## src/rtl/parking_pkg.sv

```systemverilog
`default_nettype none
// parking_pkg: lane FSM states, sensor patterns and popcount helper for parking_lot_counter.
// Revision 1.0
package parking_pkg;

    typedef enum logic [2:0] {
        ST_IDLE     = 3'd0,
        ST_A1       = 3'd1,
        ST_B1       = 3'd2,
        ST_AB_IN    = 3'd3,
        ST_AB_OUT   = 3'd4,
        ST_IN_TAIL  = 3'd5,
        ST_OUT_TAIL = 3'd6
    } lane_state_t;

    // Sensor patterns are {a, b}; 1 = beam blocked.
    localparam logic [1:0] S_CLR = 2'b00;
    localparam logic [1:0] S_A   = 2'b10;
    localparam logic [1:0] S_B   = 2'b01;
    localparam logic [1:0] S_AB  = 2'b11;

    function automatic logic [3:0] popcount8(input logic [7:0] v);
        logic [3:0] n;
        n = 4'd0;
        for (int i = 0; i < 8; i++) begin
            n = n + {3'd0, v[i]};
        end
        return n;
    endfunction

endpackage
`default_nettype wire

```

## src/rtl/parking_lane_decoder.sv

```systemverilog
`default_nettype none
// parking_lane_decoder: one lane's a/b sensor FSM with registered entry/exit pulses.
// Optional stall abort when PARKING_GATE_TIMEOUT_EN is defined. Revision 1.0
module parking_lane_decoder
    import parking_pkg::*;
#(
    parameter int TIMEOUT = 255
) (
    input  logic clk,
    input  logic reset,
    input  logic a,
    input  logic b,
    output logic entry_pulse,
    output logic exit_pulse,
    output logic timeout_pulse
);

    if (TIMEOUT < 1) begin : g_bad_timeout
        $error("parking_lane_decoder: TIMEOUT must be at least 1");
    end

    lane_state_t state;
    lane_state_t state_next;
    logic        entry_next;
    logic        exit_next;
    logic        armed;
    logic        timeout_hit;
    logic [1:0]  ab;

    assign ab = {a, b};

    always_comb begin
        state_next = state;
        entry_next = 1'b0;
        exit_next  = 1'b0;
        case (state)
            ST_IDLE: begin
                if (armed) begin
                    if (ab == S_A)      state_next = ST_A1;
                    else if (ab == S_B) state_next = ST_B1;
                end
            end
            ST_A1: begin
                if (ab == S_CLR)     state_next = ST_IDLE;
                else if (ab == S_AB) state_next = ST_AB_IN;
            end
            ST_B1: begin
                if (ab == S_CLR)     state_next = ST_IDLE;
                else if (ab == S_AB) state_next = ST_AB_OUT;
            end
            ST_AB_IN: begin
                if (ab == S_A)      state_next = ST_A1;
                else if (ab == S_B) state_next = ST_IN_TAIL;
            end
            ST_AB_OUT: begin
                if (ab == S_B)      state_next = ST_B1;
                else if (ab == S_A) state_next = ST_OUT_TAIL;
            end
            ST_IN_TAIL: begin
                if (ab == S_AB) begin
                    state_next = ST_AB_IN;
                end else if (ab == S_CLR) begin
                    state_next = ST_IDLE;
                    entry_next = 1'b1;
                end
            end
            ST_OUT_TAIL: begin
                if (ab == S_AB) begin
                    state_next = ST_AB_OUT;
                end else if (ab == S_CLR) begin
                    state_next = ST_IDLE;
                    exit_next  = 1'b1;
                end
            end
            default: state_next = ST_IDLE;
        endcase
    end

    always_ff @(posedge clk) begin
        if (reset) begin
            state       <= ST_IDLE;
            entry_pulse <= 1'b0;
            exit_pulse  <= 1'b0;
        end else begin
            state       <= timeout_hit ? ST_IDLE : state_next;
            entry_pulse <= entry_next;
            exit_pulse  <= exit_next;
        end
    end

`ifdef PARKING_GATE_TIMEOUT_EN
    localparam int TW = $clog2(TIMEOUT + 1);

    logic [TW-1:0] stall_cnt;

    // The counter holds cycles already spent in the current state, so the
    // abort lands on the TIMEOUT-th consecutive cycle in a non-IDLE state.
    assign timeout_hit = (state != ST_IDLE) && (state_next == state) &&
                         (stall_cnt == TW'(TIMEOUT - 1));

    always_ff @(posedge clk) begin
        if (reset) begin
            stall_cnt     <= '0;
            armed         <= 1'b1;
            timeout_pulse <= 1'b0;
        end else begin
            timeout_pulse <= timeout_hit;
            if (timeout_hit || (state_next != state) || (state == ST_IDLE))
                stall_cnt <= '0;
            else
                stall_cnt <= stall_cnt + 1'b1;
            if (timeout_hit)
                armed <= 1'b0;
            else if ((state == ST_IDLE) && (ab == S_CLR))
                armed <= 1'b1;
        end
    end
`else
    assign timeout_hit   = 1'b0;
    assign armed         = 1'b1;
    assign timeout_pulse = 1'b0;
`endif

endmodule
`default_nettype wire

```

## src/rtl/parking_lot_counter.sv

```systemverilog
`default_nettype none
// parking_lot_counter: N_LANES gate decoders feeding a saturating occupancy counter with sticky err.
// Lane stall timeout enabled by PARKING_GATE_TIMEOUT_EN. Revision 1.0
module parking_lot_counter
    import parking_pkg::*;
#(
    parameter int N_LANES  = 2,
    parameter int CAPACITY = 100,
    parameter int CNT_W    = 8,
    parameter int TIMEOUT  = 255
) (
    input  logic               clk,
    input  logic               reset,
    input  logic [N_LANES-1:0] a,
    input  logic [N_LANES-1:0] b,
    input  logic               clear_err,
    output logic [CNT_W-1:0]   count,
    output logic               full,
    output logic               empty,
    output logic [N_LANES-1:0] entry_pulse,
    output logic [N_LANES-1:0] exit_pulse,
    output logic               err,
    output logic [N_LANES-1:0] timeout_pulse
);

    localparam int SW = CNT_W + 4;
    localparam logic signed [SW-1:0] CAP_S = SW'(CAPACITY);

    if ((N_LANES < 1) || (N_LANES > 8) || (CAPACITY >= (1 << CNT_W))) begin : g_bad_params
        $error("parking_lot_counter: illegal N_LANES/CAPACITY/CNT_W combination");
    end

    for (genvar i = 0; i < N_LANES; i++) begin : g_lane
        parking_lane_decoder #(
            .TIMEOUT (TIMEOUT)
        ) u_lane (
            .clk           (clk),
            .reset         (reset),
            .a             (a[i]),
            .b             (b[i]),
            .entry_pulse   (entry_pulse[i]),
            .exit_pulse    (exit_pulse[i]),
            .timeout_pulse (timeout_pulse[i])
        );
    end

    logic [3:0]            n_in;
    logic [3:0]            n_out;
    logic signed [SW-1:0]  sum;
    logic                  over;
    logic                  under;

    assign n_in  = popcount8(8'(entry_pulse));
    assign n_out = popcount8(8'(exit_pulse));

    // Four guard bits keep the signed sum clear of wrap for up to 8 lanes.
    always_comb begin
        sum   = signed'({4'b0000, count})
              + signed'({{(SW-4){1'b0}}, n_in})
              - signed'({{(SW-4){1'b0}}, n_out});
        over  = (sum > CAP_S);
        under = (sum < 0);
    end

    always_ff @(posedge clk) begin
        if (reset) begin
            count <= '0;
            err   <= 1'b0;
        end else begin
            if (over)       count <= CNT_W'(CAPACITY);
            else if (under) count <= '0;
            else            count <= sum[CNT_W-1:0];

            if (over || under) err <= 1'b1;
            else if (clear_err) err <= 1'b0;
        end
    end

    assign full  = (count == CNT_W'(CAPACITY));
    assign empty = (count == '0);

endmodule
`default_nettype wire

```

## config.mk

```make
export PLATFORM = sky130hd
export DESIGN_NAME = parking_lot_counter
export DESIGN_NICKNAME = d
export VERILOG_FILES = /design/src/rtl/parking_pkg.sv /design/src/rtl/parking_lane_decoder.sv /design/src/rtl/parking_lot_counter.sv
export SDC_FILE = /design/constraint.sdc
export NUM_CORES = 1
export LEC_CHECK = 0
export BUFFER_PORTS_ARGS = -buffer_cell sky130_fd_sc_hd__buf_4
export CORE_MARGIN = 5
export CORE_UTILIZATION = 40
export CTS_BUF_LIST = sky130_fd_sc_hd__clkbuf_4
export CTS_CLUSTER_DIAMETER = 200
export DETAILED_ROUTE_END_ITERATION = 16
export PLACE_DENSITY = 0.58
export SLEW_MARGIN = 10
export SYNTH_ARGS = -nofsm -noshare
export SYNTH_HDL_FRONTEND = slang
export SYNTH_HIERARCHICAL = 1
export SYNTH_SLANG_ARGS = --single-unit
```

## constraint.sdc

```tcl
create_clock -name clk -period 6.05 [get_ports clk]
set_input_delay 1.21 -clock clk [delete_from_list [all_inputs] [get_ports clk]]
set_output_delay 1.21 -clock clk [all_outputs]
set_load 0.05 [all_outputs]
```

==> run summary, run 1 <==
Of all flip-flops after synthesis, the portion carrying an async set or reset was 0%. The maximum clock insertion buffer count was 2; the area enclosed by the die boundary was 5890 um2. The region available for standard cell placement spans 4350 um2.

The tools report the max-slew violation count as 0. Predominant post-synthesis flop cell: sky130_fd_sc_hd__dfxtp_1. TritonCTS built the clock tree. The wire length of the first global-routing pass came out at 5.89 mm. The floorplan has 24 rows.

The number of max-cap violations is 0, and the number of clock sinks seen by CTS is 19. The cell sitting at the root of the clock tree is a sky130_fd_sc_hd__clkbuf_4. Number of global-route vias before repair: 1268.

The worst setup path is captured at a flop. The multi-input gate area in the final layout was 1230 um2; the flip-flop and latch count after synthesis was 19. The tools report the highest clock rate as 0.323 GHz.

Dividing the final minimum period by the clock period gives 51.2%. TritonCTS created 3 clock buffers. The transition time at the pin with the least slew margin was 0.710 ns. After clock tree synthesis, the repair step resized 0 gates. The clock transition time at the flip-flop clock pins of the worst setup and hold paths is 0.11 ns, and the final number of setup-violating endpoints is 0. The most frequent cell after synthesis was sky130_fd_sc_hd__ha_1. The area growth from synthesis to layout is 8.98%. For the worst setup path, the data required time is 6.24 ns. In this run the static leakage power is 0.830 nW. Of all cell types, the one taking the most synthesized area is sky130_fd_sc_hd__dfxtp_1.

For this run, the register share of the synthesized area comes to 21.3%. Clock latency on the worst-skew pair, taken at its later pin, is 0.29 ns. The number of nets produced by synthesis came out at 233. For the number of antenna violations at the first check in global routing, the log shows 0. For this design, the CTS-stage hold fixing added 0 buffers.

The share of the synthesized area in the top cell type was 21.3%. Port buffering added 21 buffers. Total setup buffers inserted after CTS: 0. The synthesized design contains 0 enable-type register cells.

The worst path arrival time was 3.29 ns. The mapped netlist covers 1780 um2. For the H-tree depth, the log shows 1. The critical path's slowest cell was sky130_fd_sc_hd__fa_1.

For this run, the number of Yosys warnings is 6. Category of the most critical setup path: reg -> reg. The tools report the final hold violation count as 0. The global router's overall resource usage is 11.7%. Once layout is done, the placed cells without fillers occupy 1940 um2. During I/O placement, the number of pins put on the boundary was 24. Of all nets on the critical path, the largest fanout is 4.

The clock tree skew after final layout came out at 0.000699 ns. Each instance of the synthesized netlist takes up on average 8.91 um2. By count the netlist is led by sky130_fd_sc_hd__ha_1 (23), sky130_fd_sc_hd__dfxtp_1 (19), sky130_fd_sc_hd__inv_1 (19). From left edge to right edge, the die measures 76.8 um.

For this block, the initial DRC count from the detailed router was 44. Counting the fill cells in the layout gives 434. Entering global routing, the biggest net connects 20 pins.

The post-synthesis cell count was 200. The logs give 0.209 mV for the worst vdd rail ir drop and 2.72 mm for the HPWL after detailed placement. In this run the worst hold path is classified as reg -> reg.

The run gives 3.49 mm as the wire length after detailed routing. The final layout contains 248 nets. The worst setup path is launched from a flop. Using the TritonRoute via totals, the vias-per-cell ratio works out to 5.32. The worst path needs 3.10 ns of the cycle, external delays included. The worst pin sits at a relative slew slack of 52.6%. Summing all placed instances gives a cell area of 1920 um2. Setup repair after global routing left no endpoint under its margin. Sorting the synthesized cells by area gives the leading types as sky130_fd_sc_hd__dfxtp_1 (21%), sky130_fd_sc_hd__ha_1 (16%), sky130_fd_sc_hd__inv_1 (4.0%), sky130_fd_sc_hd__fa_1 (3.4%), sky130_fd_sc_hd__a21oi_1 (3.1%). The post-route netlist has 20.6% of its cells at a drive strength greater than 1. On the final layout, the worst hold slack is 0.653 ns. Yosys mapped the design onto 62 distinct sky130hd cell types. The tools report the number of vias in the routed layout as 1416. Traced cell by cell, the critical path runs through inv_1 > fa_1 > fa_1 > ha_1 > fa_1 > nor2b_1 > o211a_1 > nor3_1 > o211ai_2 > o31a_1. Before antenna repair, the detailed router went through 4 iterations.

Total area of sequential cells: 380 um2. In the final routed layout, each cell accounts on average for 13.1 um. The logs give 0 for the total congestion overflow after global routing and 2.94 ns for the worst setup slack after placement.

Measured along the y axis, the die boundary spans 76.8 um. Setup slack closes at 2.95 ns. The residual DRC count was 0. The detail route stage leaves a number of antenna-violating nets equal to 0.

The cell that appears most often on the critical path is sky130_fd_sc_hd__fa_1. The run gives 0.783 as the placer congestion estimate. For this configuration, the core starts out at a cell density of 40.9%. The power density relative to cell area came out at 461 nW/um2. For the final routed database, the setup TNS stands at 0 ns.

The flow ran to the end, and the final reports show no timing, DRC or antenna violations. The repair_antennas step left the layout with diodes totalling 0. Highest cell delay on the worst timing path: 0.46 ns.
cells in the final DEF (no fill, tap or decap), types with 6 or more instances in the layout:
master	n
sky130_fd_sc_hd__a21oi_1	11
sky130_fd_sc_hd__inv_1	19
sky130_fd_sc_hd__nor2_1	6
sky130_fd_sc_hd__buf_4	21
sky130_fd_sc_hd__nand2_1	10
sky130_fd_sc_hd__dfxtp_1	19
sky130_fd_sc_hd__ha_1	23
sky130_fd_sc_hd__nor3_1	9
layer usage:
metal  up-vias  track usage (%)  share of wire (%)
li1        734                -                  -
met1       656             15.0                 48
met2        24             19.4                 47
met3         2             2.22                4.0
met4         0             4.20                1.0
met5         -                0                  0
per-stage QoR:
stage / utilization [%] / power (mW) / cells
detailed placement: 44.0 / 0.836 / 262
global placement: 44.0 / 0.842 / 262
finish: 44.6 / 0.895 / 266
floorplan: - / 0.732 / 200
CTS: 44.6 / 0.903 / 266
global route: 44.6 / 0.979 / 266
layout make-up:
type                       instances  share of cell area, %
clock buffer                       3                   1.16
clock inverter                     1                  0.258
inverter                          21                   4.06
multi-input combinational        149                   63.5
sequential                        19                   19.6
tap                               52                   3.35
timing repair buffer              21                   8.11
kinds of logic after synthesis:
group / count (synthesis) / share of synthesized area [%]
AOI/OAI and AO/OA: 52 / 23.8
DFF: 19 / 21.3
other: 3 / 0.632
and+or+nand+nor: 60 / 21.2
adders and majority gates: 26 / 19.5
buffers and inverters: 32 / 9.47
muxes: 2 / 1.12
xor gates and xnor gates: 6 / 2.95
worst paths after layout:
| path | start | end | slack, ns | cells after the start |
|---|---|---|---|---|
| max | g_lane[0].u_lane/exit_pulse | count[5] | 2.95 | 10 |
| min | g_lane[1].u_lane/state[1] | g_lane[1].u_lane/exit_pulse | 0.65 | 2 |
| max reg2reg | g_lane[0].u_lane/exit_pulse | count[5] | 2.95 | 10 |
| min reg2reg | g_lane[1].u_lane/state[1] | g_lane[1].u_lane/exit_pulse | 0.65 | 2 |
state kept, by name (all words and copies together), names as in the netlist:
signal                     cells
count                          8
g_lane.u_lane/state            6
g_lane.u_lane/entry_pulse      2
g_lane.u_lane/exit_pulse       2
err                            1
critical path, delay by kind of cell (launching register included):
kind,cells,cell delay [ns]
adder cells (fa/ha/maj),4,1.44
AO/OA/AOI/OAI,3,0.73
flip-flops,1,0.35
AND/OR/NAND/NOR,2,0.44
buffers and inverters,1,0.05
power by group:
part           leakage, nW  switching [mW]  internal [mW]
registers            0.156          0.0634          0.156
clock network       0.0177          0.0388         0.0246
logic                0.657           0.348          0.265
Note: power is estimated with default switching activity, not from simulation.
==> inputs of run 2 (changes only) <==
- PLACE_DENSITY: 0.58 -> 0.6
- clock period: 6.05 -> 2.52 ns (I/O delays scaled with it)
==> run 2 against run 1 <==
Compared with the run above: the flow now finishes with violations (setup timing); clock-buffer cell count unchanged; critical path depth unchanged; global-route usage down 0.31 points; core utilization up 3.9 points; combinational power rose to 3.0 times the previous value; die area unchanged; power rose to 2.8 times the previous value; flip-flop and latch count unchanged; sequential share of layout area down 1.1 points; first-iteration DRC count up 4.5%; hold slack worse by 0.15 ns.
==> run summary, run 2 (same netlist as run 1, synthesis figures left out) <==
The flow ran to the end, but the final reports show violations. The final reports fail on setup timing. The count of buffers inserted at the top-level ports came out at 21 (unchanged). Wire length of the first global-routing pass: 5.83 mm (was 5.89 mm). The relative slew slack was 53.5% (was 52.6%). Layout overhead on the synthesized area: 18.6% (was 8.98%). The clock tree skew after final layout was 0.00647 ns (was 0.000699 ns). The tools report the endpoint class of the critical path as a flop (unchanged).

The tools report the H-tree depth as 1 (unchanged). The worst path arrival time is 3.10 ns (was 3.29 ns). The number of nets in the final layout came out at 259 (was 248). The number of iterations in the first detailed-routing pass came out at 4 (unchanged). The HPWL after detailed placement is 2.70 mm (was 2.72 mm), and the total congestion overflow after global routing is 0 (unchanged).

The maximum clock insertion buffer count is 2 (unchanged), and the largest net degree at the start of global routing is 20 (unchanged). The power density relative to cell area was 1200 nW/um2 (was 461 nW/um2); the number of top-level pins was 24 (unchanged). For the final design utilization, the log shows 48.6% (was 44.6%). The run gives 5890 um2 (unchanged) as the area enclosed by the die boundary.

The flip-flop count of the largest register after layout was 8 (unchanged). Largest registers: count: 8 flops, g_lane.u_lane/state: 6 flops (unchanged). The final instance area is 2110 um2 (was 1940 um2). The tools report the insertion delay to the later sink of the worst-skew pair as 0.29 ns (about the same).

Setup repair after global routing could not meet its margin everywhere. The run gives -0.371 ns (was 2.94 ns) as the worst setup slack after placement. The root buffer cell is sky130_fd_sc_hd__clkbuf_4 (unchanged). The transition time at the pin with the least slew margin is 0.696 ns (was 0.710 ns), and the placer congestion estimate is 0.788 (was 0.783). The average wire per standard cell was 12.5 um (was 13.1 um); the post-route minimum period was 2.91 ns (was 3.10 ns).

The tools report the total chip power as 2.54 mW (was 0.895 mW). The category of the most critical setup path was reg -> reg (unchanged). Hold buffer count at cts: 0 (unchanged).

The die outline height came out at 76.8 um (unchanged). For the initial core utilization, the log shows 40.9% (unchanged). The leading cell type in the layout, fill and taps excluded is sky130_fd_sc_hd__buf_4 (was sky130_fd_sc_hd__ha_1).

For the highest clock rate, the log shows 0.343 GHz (was 0.323 GHz). The largest fanout on the critical path works out to 4 (unchanged). The number of clock sinks seen by CTS is 19 (unchanged). TritonCTS built the clock tree.

The tools report the number of standard-cell rows in the floorplan as 24 (unchanged). The chip width is 76.8 um (unchanged), and the final number of setup-violating endpoints is 8 (was 0). The net load switching power came out at 1.24 mW (was 0.450 mW). The sort of element at the start of the critical path is a flop (unchanged). The wire length after detailed routing is 3.48 mm (was 3.49 mm). The clock network fraction of design power was 6.3% (was 7.1%); the antenna violation net count after detailed routing was 0 (unchanged). The global router's overall resource usage came out at 11.4% (was 11.7%). Top library cells by usage in the layout, fill and taps aside: sky130_fd_sc_hd__buf_4 (32), sky130_fd_sc_hd__ha_1 (22), sky130_fd_sc_hd__inv_1 (18) (was sky130_fd_sc_hd__ha_1 (23), sky130_fd_sc_hd__buf_4 (21), sky130_fd_sc_hd__inv_1 (19), sky130_fd_sc_hd__dfxtp_1 (19), sky130_fd_sc_hd__a21oi_1 (11)). The tools report the max-slew violation count as 0 (unchanged). The via density per instance is 5.28 (was 5.32).

The relative contribution of combinational cells to total power is 73.0% (was 68.4%), and the number of global-route vias before repair is 1291 (was 1268). The run gives 0 (unchanged) as the number of max-cap violations. The initial detailed-routing violation count is 46 (was 44). The final sum of negative setup slack came out at -2.68 ns (was 0 ns).

The portion of the clock cycle consumed by the worst path in the final layout was 116% (was 51.2%). The logs give 0.536 mV (was 0.209 mV) for the worst vdd rail ir drop and 4350 um2 (unchanged) for the core outline area. The logs give 2.71 ns (was 6.24 ns) for the data required time at the worst endpoint and 0 (unchanged) for the final hold violation count. The reported leakage power is 0.886 nW (was 0.830 nW), and the filler cell count in the final layout is 439 (was 434). The placed instance area is 2040 um2 (was 1920 um2), and the clock transition time at the flip-flop clock pins of the worst setup and hold paths is 0.12 ns (was 0.11 ns).

The switching share of power came out at 48.7% (was 50.2%). The tools report the number of antenna violations at the first check in global routing as 0 (unchanged). The number of clock buffers inserted by TritonCTS came out at 3 (unchanged).

The tools report the worst-case setup margin in the final layout as -0.392 ns (was 2.95 ns). Register containing the most flip-flops in the final layout: count (unchanged). The internal power was 1.30 mW (was 0.446 mW); the relative contribution of sequential cells to total power was 20.7% (was 24.5%). The count of inserted antenna diode cells was 0 (unchanged); the share of layout cells above drive strength 1 was 30.7% (was 20.6%).

For the residual DRC count, the log shows 0 (unchanged). The class of the tightest hold or removal check is in -> reg (was reg -> reg). The number of vias in the routed layout came out at 1463 (was 1416).
[run 2: changes by cell type in the layout (fill, tap and decap cells not counted), moves of 2 or more]
| cell | previous run | this run |
|---|---|---|
| sky130_fd_sc_hd__dfxtp_1 | 19 | 16 |
| sky130_fd_sc_hd__dfxtp_4 | 0 | 3 |
| sky130_fd_sc_hd__buf_4 | 21 | 32 |
| sky130_fd_sc_hd__nor3_1 | 9 | 7 |
| sky130_fd_sc_hd__fa_2 | 0 | 2 |
| sky130_fd_sc_hd__o211a_1 | 2 | 0 |
| sky130_fd_sc_hd__fa_1 | 3 | 1 |
| sky130_fd_sc_hd__o211a_4 | 0 | 2 |
[run 2: power by group through the flow]
stage               Sequential (mW)  Combinational, mW  Clock (mW)
floorplan                     0.570               1.22           0
global placement              0.534               1.68           0
detailed placement            0.531               1.67           0
CTS                           0.524               1.68       0.165
global route                  0.545               2.02       0.178
finish                        0.525               1.85       0.160
[run 2: area by class of cell]
class | count | area [um2] | area share, %
well taps | 52 | 65.1 | 3.08
clock inverters | 1 | 7.51 | 0.355
repair buffers | 32 | 240 | 11.4
multi-input cells | 149 | 1310 | 61.9
inverters | 21 | 78.8 | 3.73
clock buffers | 3 | 22.5 | 1.07
flip-flops and latches | 19 | 392 | 18.5
[run 2: metrics by stage]
stage	hold slack, ns	cells
detailed placement	0.639	273
global placement	0.643	273
finish	0.505	277
floorplan	0.487	200
CTS	0.490	277
global route	0.499	277
[run 2: final timing paths]
check | start | cells after the start | slack [ns] | to
min | reset | 2 | 0.51 | g_lane[0].u_lane/entry_pulse
min reg2reg | g_lane[1].u_lane/state[1] | 2 | 0.65 | g_lane[1].u_lane/exit_pulse
max reg2reg | g_lane[1].u_lane/exit_pulse | 10 | -0.39 | count[5]
max | g_lane[1].u_lane/exit_pulse | 10 | -0.39 | count[5]
[run 2: timing repair]
| item | CTS | global route |
|---|---|---|
| buffers inserted | 0 | 0 |
| gates resized for setup | 1 | 7 |
| pin swaps | 1 | 4 |
| hold endpoints to repair | 0 | 0 |
| setup endpoints to repair | 8 | 8 |
[run 2: metal layers]
metal  wire length (um)  GRT usage, %  vias to the layer above
met5                  0             0                        -
met2               1530          17.2                       19
li1                   -             -                      765
met4                 14          2.10                        0
met1               1790          17.1                      677
met3                137          1.76                        2
[run 2: critical path: stages (launching register included)]
cell,delay (ns)
sky130_fd_sc_hd__dfxtp_4,0.37
sky130_fd_sc_hd__inv_2,0.03
sky130_fd_sc_hd__fa_1,0.47
sky130_fd_sc_hd__fa_2,0.37
sky130_fd_sc_hd__ha_4,0.17
sky130_fd_sc_hd__fa_2,0.33
sky130_fd_sc_hd__nor2b_4,0.14
sky130_fd_sc_hd__o211a_4,0.24
sky130_fd_sc_hd__nor3_4,0.22
sky130_fd_sc_hd__o211ai_2,0.15
sky130_fd_sc_hd__o31a_1,0.32
